--- config.mk ---
export PLATFORM = sky130hd
export DESIGN_NAME = dram_uart_dumper
export DESIGN_NICKNAME = d
export VERILOG_FILES = /design/src/rtl/dram_uart_dumper.sv
export SDC_FILE = /design/constraint.sdc
export NUM_CORES = 1
export LEC_CHECK = 0
export CAP_MARGIN = 20
export CORE_ASPECT_RATIO = 1.5
export CORE_MARGIN = 2
export CORE_UTILIZATION = 45
export CTS_CLUSTER_SIZE = 28
export DETAILED_ROUTE_END_ITERATION = 10
export GPL_ROUTABILITY_DRIVEN = 1
export PLACE_DENSITY = 0.72
export RECOVER_POWER = 50
export SKIP_LAST_GASP = 1
export SLEW_MARGIN = 15
export SYNTH_ARGS = -nofsm -noshare
export SYNTH_HDL_FRONTEND = slang
export SYNTH_SLANG_ARGS = --single-unit
--- constraint.sdc ---
create_clock -name clk -period 2.2 [get_ports clk]
set_input_delay 0.33 -clock clk [delete_from_list [all_inputs] [get_ports clk]]
set_output_delay 0.33 -clock clk [all_outputs]
set_load 0.02 [all_outputs]
--- src/rtl/dram_uart_dumper.sv ---
// ============================================================================
//  Module   : dram_uart_dumper
//  Purpose  : Reads a block of bytes from data memory after the processor
//             finishes and streams each byte out on a UART TX line
//             (8N1, LSB first).
//  Options  : DUMP_PARITY_EN - when defined, an even-parity bit is inserted
//             between the data bits and the stop bit (8E1 framing).
//  Revision : 1.0 - initial release
// ============================================================================
`default_nettype none

module dram_uart_dumper #(
    parameter int ADDR_W       = 19,
    parameter int DATA_W       = 8,
    parameter int CLKS_PER_BIT = 434,
    parameter int RD_LAT       = 1
) (
    input  logic              clk,
    input  logic              rst_n,
    input  logic              start,
    input  logic [ADDR_W-1:0] base_addr,
    input  logic [ADDR_W:0]   length,
    output logic [ADDR_W-1:0] d_addr,
    output logic              rd_en,
    input  logic [DATA_W-1:0] rd_data,
    output logic              tx,
    output logic              busy,
    output logic              done
);

    localparam logic [15:0] BIT_LAST = 16'(CLKS_PER_BIT - 1);
    localparam logic [15:0] LAT_LAST = 16'(RD_LAT - 1);

    typedef enum logic [2:0] {
        S_IDLE       = 3'd0,
        S_READ       = 3'd1,
        S_WAIT       = 3'd2,
        S_START_BIT  = 3'd3,
        S_DATA_BITS  = 3'd4,
`ifdef DUMP_PARITY_EN
        S_PARITY_BIT = 3'd5,
`endif
        S_STOP_BIT   = 3'd6,
        S_DONE       = 3'd7
    } state_t;

    state_t            state_q;
    logic [ADDR_W-1:0] d_addr_q;
    logic [ADDR_W:0]   remaining_q;
    logic [15:0]       timer_q;
    logic [2:0]        bit_idx_q;
    logic [7:0]        shift_q;
    logic              tx_q;
    logic              rd_en_q;
    logic              busy_q;
    logic              done_q;
`ifdef DUMP_PARITY_EN
    logic              parity_q;
`endif

    // Next address wraps naturally at 2^ADDR_W; tick marks the last cycle of
    // the current bit (or of the read-latency wait).
    logic [ADDR_W-1:0] addr_next_d;
    logic              tick_d;
    assign addr_next_d = d_addr_q + ADDR_W'(1);
    assign tick_d      = (timer_q == 16'd0);

    // Dump sequencer: memory read, UART framing and all registered outputs.
    always_ff @(posedge clk or negedge rst_n) begin
        if (!rst_n) begin
            state_q     <= S_IDLE;
            d_addr_q    <= '0;
            remaining_q <= '0;
            timer_q     <= '0;
            bit_idx_q   <= '0;
            shift_q     <= '0;
            tx_q        <= 1'b1;
            rd_en_q     <= 1'b0;
            busy_q      <= 1'b0;
            done_q      <= 1'b0;
`ifdef DUMP_PARITY_EN
            parity_q    <= 1'b0;
`endif
        end else begin
            // Strobes default low; only the entry into READ raises rd_en.
            done_q  <= 1'b0;
            rd_en_q <= 1'b0;
            case (state_q)
                S_IDLE: begin
                    if (start) begin
                        d_addr_q    <= base_addr;
                        remaining_q <= length;
                        busy_q      <= 1'b1;
                        if (length == '0) begin
                            state_q <= S_DONE;
                        end else begin
                            state_q <= S_READ;
                            rd_en_q <= 1'b1;
                        end
                    end
                end
                S_READ: begin
                    state_q <= S_WAIT;
                    timer_q <= LAT_LAST;
                end
                S_WAIT: begin
                    if (tick_d) begin
                        // Byte is captured; the address may now move on.
                        shift_q     <= rd_data[7:0];
`ifdef DUMP_PARITY_EN
                        parity_q    <= ^rd_data[7:0];
`endif
                        d_addr_q    <= addr_next_d;
                        remaining_q <= remaining_q - (ADDR_W + 1)'(1);
                        state_q     <= S_START_BIT;
                        timer_q     <= BIT_LAST;
                        tx_q        <= 1'b0;
                    end else begin
                        timer_q <= timer_q - 16'd1;
                    end
                end
                S_START_BIT: begin
                    if (tick_d) begin
                        state_q   <= S_DATA_BITS;
                        timer_q   <= BIT_LAST;
                        bit_idx_q <= 3'd0;
                        tx_q      <= shift_q[0];
                    end else begin
                        timer_q <= timer_q - 16'd1;
                    end
                end
                S_DATA_BITS: begin
                    if (tick_d) begin
                        timer_q <= BIT_LAST;
                        shift_q <= shift_q >> 1;
                        if (bit_idx_q == 3'd7) begin
`ifdef DUMP_PARITY_EN
                            state_q <= S_PARITY_BIT;
                            tx_q    <= parity_q;
`else
                            state_q <= S_STOP_BIT;
                            tx_q    <= 1'b1;
`endif
                        end else begin
                            // tx is registered, so present the next bit now.
                            bit_idx_q <= bit_idx_q + 3'd1;
                            tx_q      <= shift_q[1];
                        end
                    end else begin
                        timer_q <= timer_q - 16'd1;
                    end
                end
`ifdef DUMP_PARITY_EN
                S_PARITY_BIT: begin
                    if (tick_d) begin
                        state_q <= S_STOP_BIT;
                        timer_q <= BIT_LAST;
                        tx_q    <= 1'b1;
                    end else begin
                        timer_q <= timer_q - 16'd1;
                    end
                end
`endif
                S_STOP_BIT: begin
                    if (tick_d) begin
                        if (remaining_q != '0) begin
                            state_q <= S_READ;
                            rd_en_q <= 1'b1;
                        end else begin
                            state_q <= S_DONE;
                        end
                    end else begin
                        timer_q <= timer_q - 16'd1;
                    end
                end
                S_DONE: begin
                    done_q  <= 1'b1;
                    busy_q  <= 1'b0;
                    state_q <= S_IDLE;
                end
                default: begin
                    state_q <= S_IDLE;
                    tx_q    <= 1'b1;
                    busy_q  <= 1'b0;
                end
            endcase
        end
    end

    assign d_addr = d_addr_q;
    assign rd_en  = rd_en_q;
    assign tx     = tx_q;
    assign busy   = busy_q;
    assign done   = done_q;

endmodule

`default_nettype wire

==> results.md <==
- Clock Tree Root: clkbuf_16
- Critical path required time: 2.43 ns
- Row cnt: 44
- CTS Sinks: 73
- Crit path cell chain: inv_1, ha_1, or4b_2, o41ai_2, a2111oi_1, xnor2_1, nor2_1
- Bufs and invs on worst path: 1
- Warnings from Yosys: 0
- Hold Vio Cnt, Final: 0
- Top post-synthesis cells by area: dfrtp_1, a21oi_1, o21ai_0
- Max Slew Vio Count: 0
- DRC: 0
- Post-route setup slack: 0.0150 ns
- Fin Hold WS: 0.498 ns
- Worst path slowest cell: or4b_2
- Initial Util: 46.3%
- Crit path DAT: 2.41 ns
- Pin slew with the least headroom to its limit: 0.871 ns
- Post-detail-place hpwl: 9560 um
- Overall Global Routing Usage: 25.1%
- Dominant synthesized flop cell: dfrtp_1
- Reg2reg start: timer_q[1]
- Post-DRT Antenna Nets: 0
- Post-synth cell types: 58
- Final period util: 99.3%
- Die W: 85.5 um
- Die Ht: 126 um
- Routability congestion estimate: 0.942
- Worst Setup Start Kind: register
- Skew final: 0.00568 ns
- Vias: 4,734
- Area of the core: 9690 um2
- Nets: 693
- Async S/R FF share, synth: 100%
- Reg2reg path depth: 7
- Most frequent cells in the layout: dfrtp_1, clkdlybuf4s50_1, a21oi_1, buf_4, nand2_1
- Maximum number of pins on one net before global-route repair: 42
- Max_slew headroom: 42.0%
- Leak Pwr: 2.51 nW
- Vias per cell: 6.26
- Max Freq: 458 MHz
- Register bit total from synthesis: 73
- CP max stage delay: 0.65 ns
- Clock transition at path regs: 0.06 ns
- N_diodes: 0
- Max Root-Sink Buffers: 2
- Total Die Area: 10,800 um2
- Layout cells sized above 1: 18.3%
- Mapped Nets: 582
- Area Growth Syn to Fin: 35.6%
- Sequential share of the synthesized area: 40.7%
- H-tree Lvls: 3
- Kind of end point of the critical path: register
- Port Buffers: 72
- Place WS: -0.0106 ns
- Initial antenna violation count: 0
- Status: finished clean
- Worst-path maximum fanout: 2
- Vias in the first global route: 4,752
- Drt wl/cell: 17.9 um
- First DRT Iteration DRCs: 243
- Synth area leader: dfrtp_1
- Reg2reg end: timer_q[14]
- Max-Cap Viols: 0
- Mean Syn Cell Area: 8.55 um2
- Setup Buffers After CTS: 0
- Endpoint, Worst Hold: shift_q[7]
- # setup viols final: 0
- HP Start: shift_q[7]
- Worst hold path depth: 2
- Number of CTS-inserted buffers: 9
- Number of enable flip-flop cells after synthesis: 0
- Crit path max-delay family: simple AND/OR/NAND/NOR gates
- Crit Path Class: register to register
- R2r setup slk: 0.02 ns
- RSZ-0062 raised after global routing: true
- Power per Cell Area: 508 nW/um2
- Top cell type's share of synthesized area: 40.2%
- Worst VDD drop: 421 uV
- Final Critical Period: 2.18 ns
- Drt pass-1 iters: 7
- Post-Synthesis Cells: 525
- Later-pin clock latency in the skew report: 0.34 ns
- Worst min path class: register to register
- Final wirelength: 13,500 um
- First-pass GRT wire length: 22,000 um
- Syn Std Cell Area: 4490 um2
- Gr ovfl total: 0
- IO Count: 73
- CTS tree: done
[stage by stage]
stage | TNS, ns | cell area, um2 | total power, mW | std cells | util, %
after floorplan | 0 | 4490 | 1.41 | 525 | -
after global placement | 0 | 5700 | 1.54 | 737 | 58.8
after detailed placement | -0.0106 | 5700 | 1.55 | 737 | 58.8
after CTS | -0.00635 | 6030 | 3.11 | 754 | 62.2
after global routing | -1.00 | 6080 | 3.17 | 756 | 62.8
final | 0 | 6080 | 3.09 | 756 | 62.8
[how the worst max path moves through the flow]
stage / cells past startpoint / start / slack, ns / to
3_5_place_dp: 7 / timer_q[1] / -0.01 / timer_q[14]
3_3_place_gp: 5 / remaining_q[10] / 0.06 / remaining_q[16]
2_1_floorplan: 7 / timer_q[0] / 0.01 / timer_q[6]
6_report: 7 / timer_q[1] / 0.02 / timer_q[14]
4_1_cts: 8 / timer_q[1] / -0.004 / timer_q[9]
5_1_grt: 8 / timer_q[1] / -0.11 / timer_q[9]
[repair_timing]
item | in CTS | in global routing
setup endpoints to repair | 1 | 43
hold buffers | 1 | 0
gates resized for setup | 1 | 18
hold endpoints to repair | 32 | 0
pin swaps | 0 | 4
gates cloned | 0 | 2
[registers in the layout, summed over array words and instances (netlist names)]
register / count
d_addr: 19
timer_q: 16
remaining_q: 20
state_q: 3
rd_en: 1
shift_q: 8
busy: 1
tx: 1
done: 1
bit_idx_q: 3
[metal layers]
metal,track usage (%),wire (um)
met5,0,0
met4,11.2,507
met3,4.68,729
met2,45.1,7090
met1,28.5,5190
[worst register-to-register path, delay by kind of cell, from the launching register on]
kind                     cells  cell delay, ns
adder cells (fa/ha/maj)      1            0.16
buffers and inverters        1            0.07
XOR/XNOR                     1            0.19
AND/OR/NAND/NOR              2            0.71
flip-flops                   1            0.38
AO/OA/AOI/OAI                2            0.56
[cells by family (layout without fill, tap and decap cells)]
logic type / after synthesis / count (layout) / share of synthesized area [%]
flops: 73 / 73 / 40.7
buf+inv: 44 / 159 / 3.85
xor+xnor: 4 / 4 / 0.781
fa+ha+maj: 7 / 7 / 1.95
mux: 20 / 20 / 4.96
simple gates: 188 / 188 / 21.8
compound gates: 189 / 190 / 25.9
[Yosys cell counts, drive strengths merged, types with 6 or more instances]
| cell type | instances |
|---|---|
| o31ai | 10 |
| nand3 | 23 |
| nand2b | 6 |
| a31oi | 9 |
| nor2 | 29 |
| buf | 9 |
| inv | 10 |
| o21ai | 43 |
| nor4 | 13 |
| o22ai | 14 |
| clkbuf | 24 |
| nor3 | 13 |
| dfrtp | 72 |
| or3 | 13 |
| and3 | 7 |
| or4 | 10 |
| nand2 | 49 |
| ha | 7 |
| mux2 | 18 |
| nand4 | 11 |
| a21oi | 67 |
| a21o | 6 |
[power breakdown]
part	switching (mW)	internal, mW	total, mW
Combinational	0.0625	0.102	0.164
Sequential	0.00372	1.35	1.35
Clock	0.584	0.987	1.57
Total	0.651	2.44	3.09
[area by class of cell]
type / count / area, um2
clock inverter: 6 / 82.6
fill: 837 / 3600
timing repair buffer: 132 / 1200
tap: 115 / 144
inverter: 11 / 42.5
multi-input combinational: 409 / 2560
sequential: 73 / 1830
clock buffer: 10 / 229
Note: power is estimated with default switching activity, not from simulation.
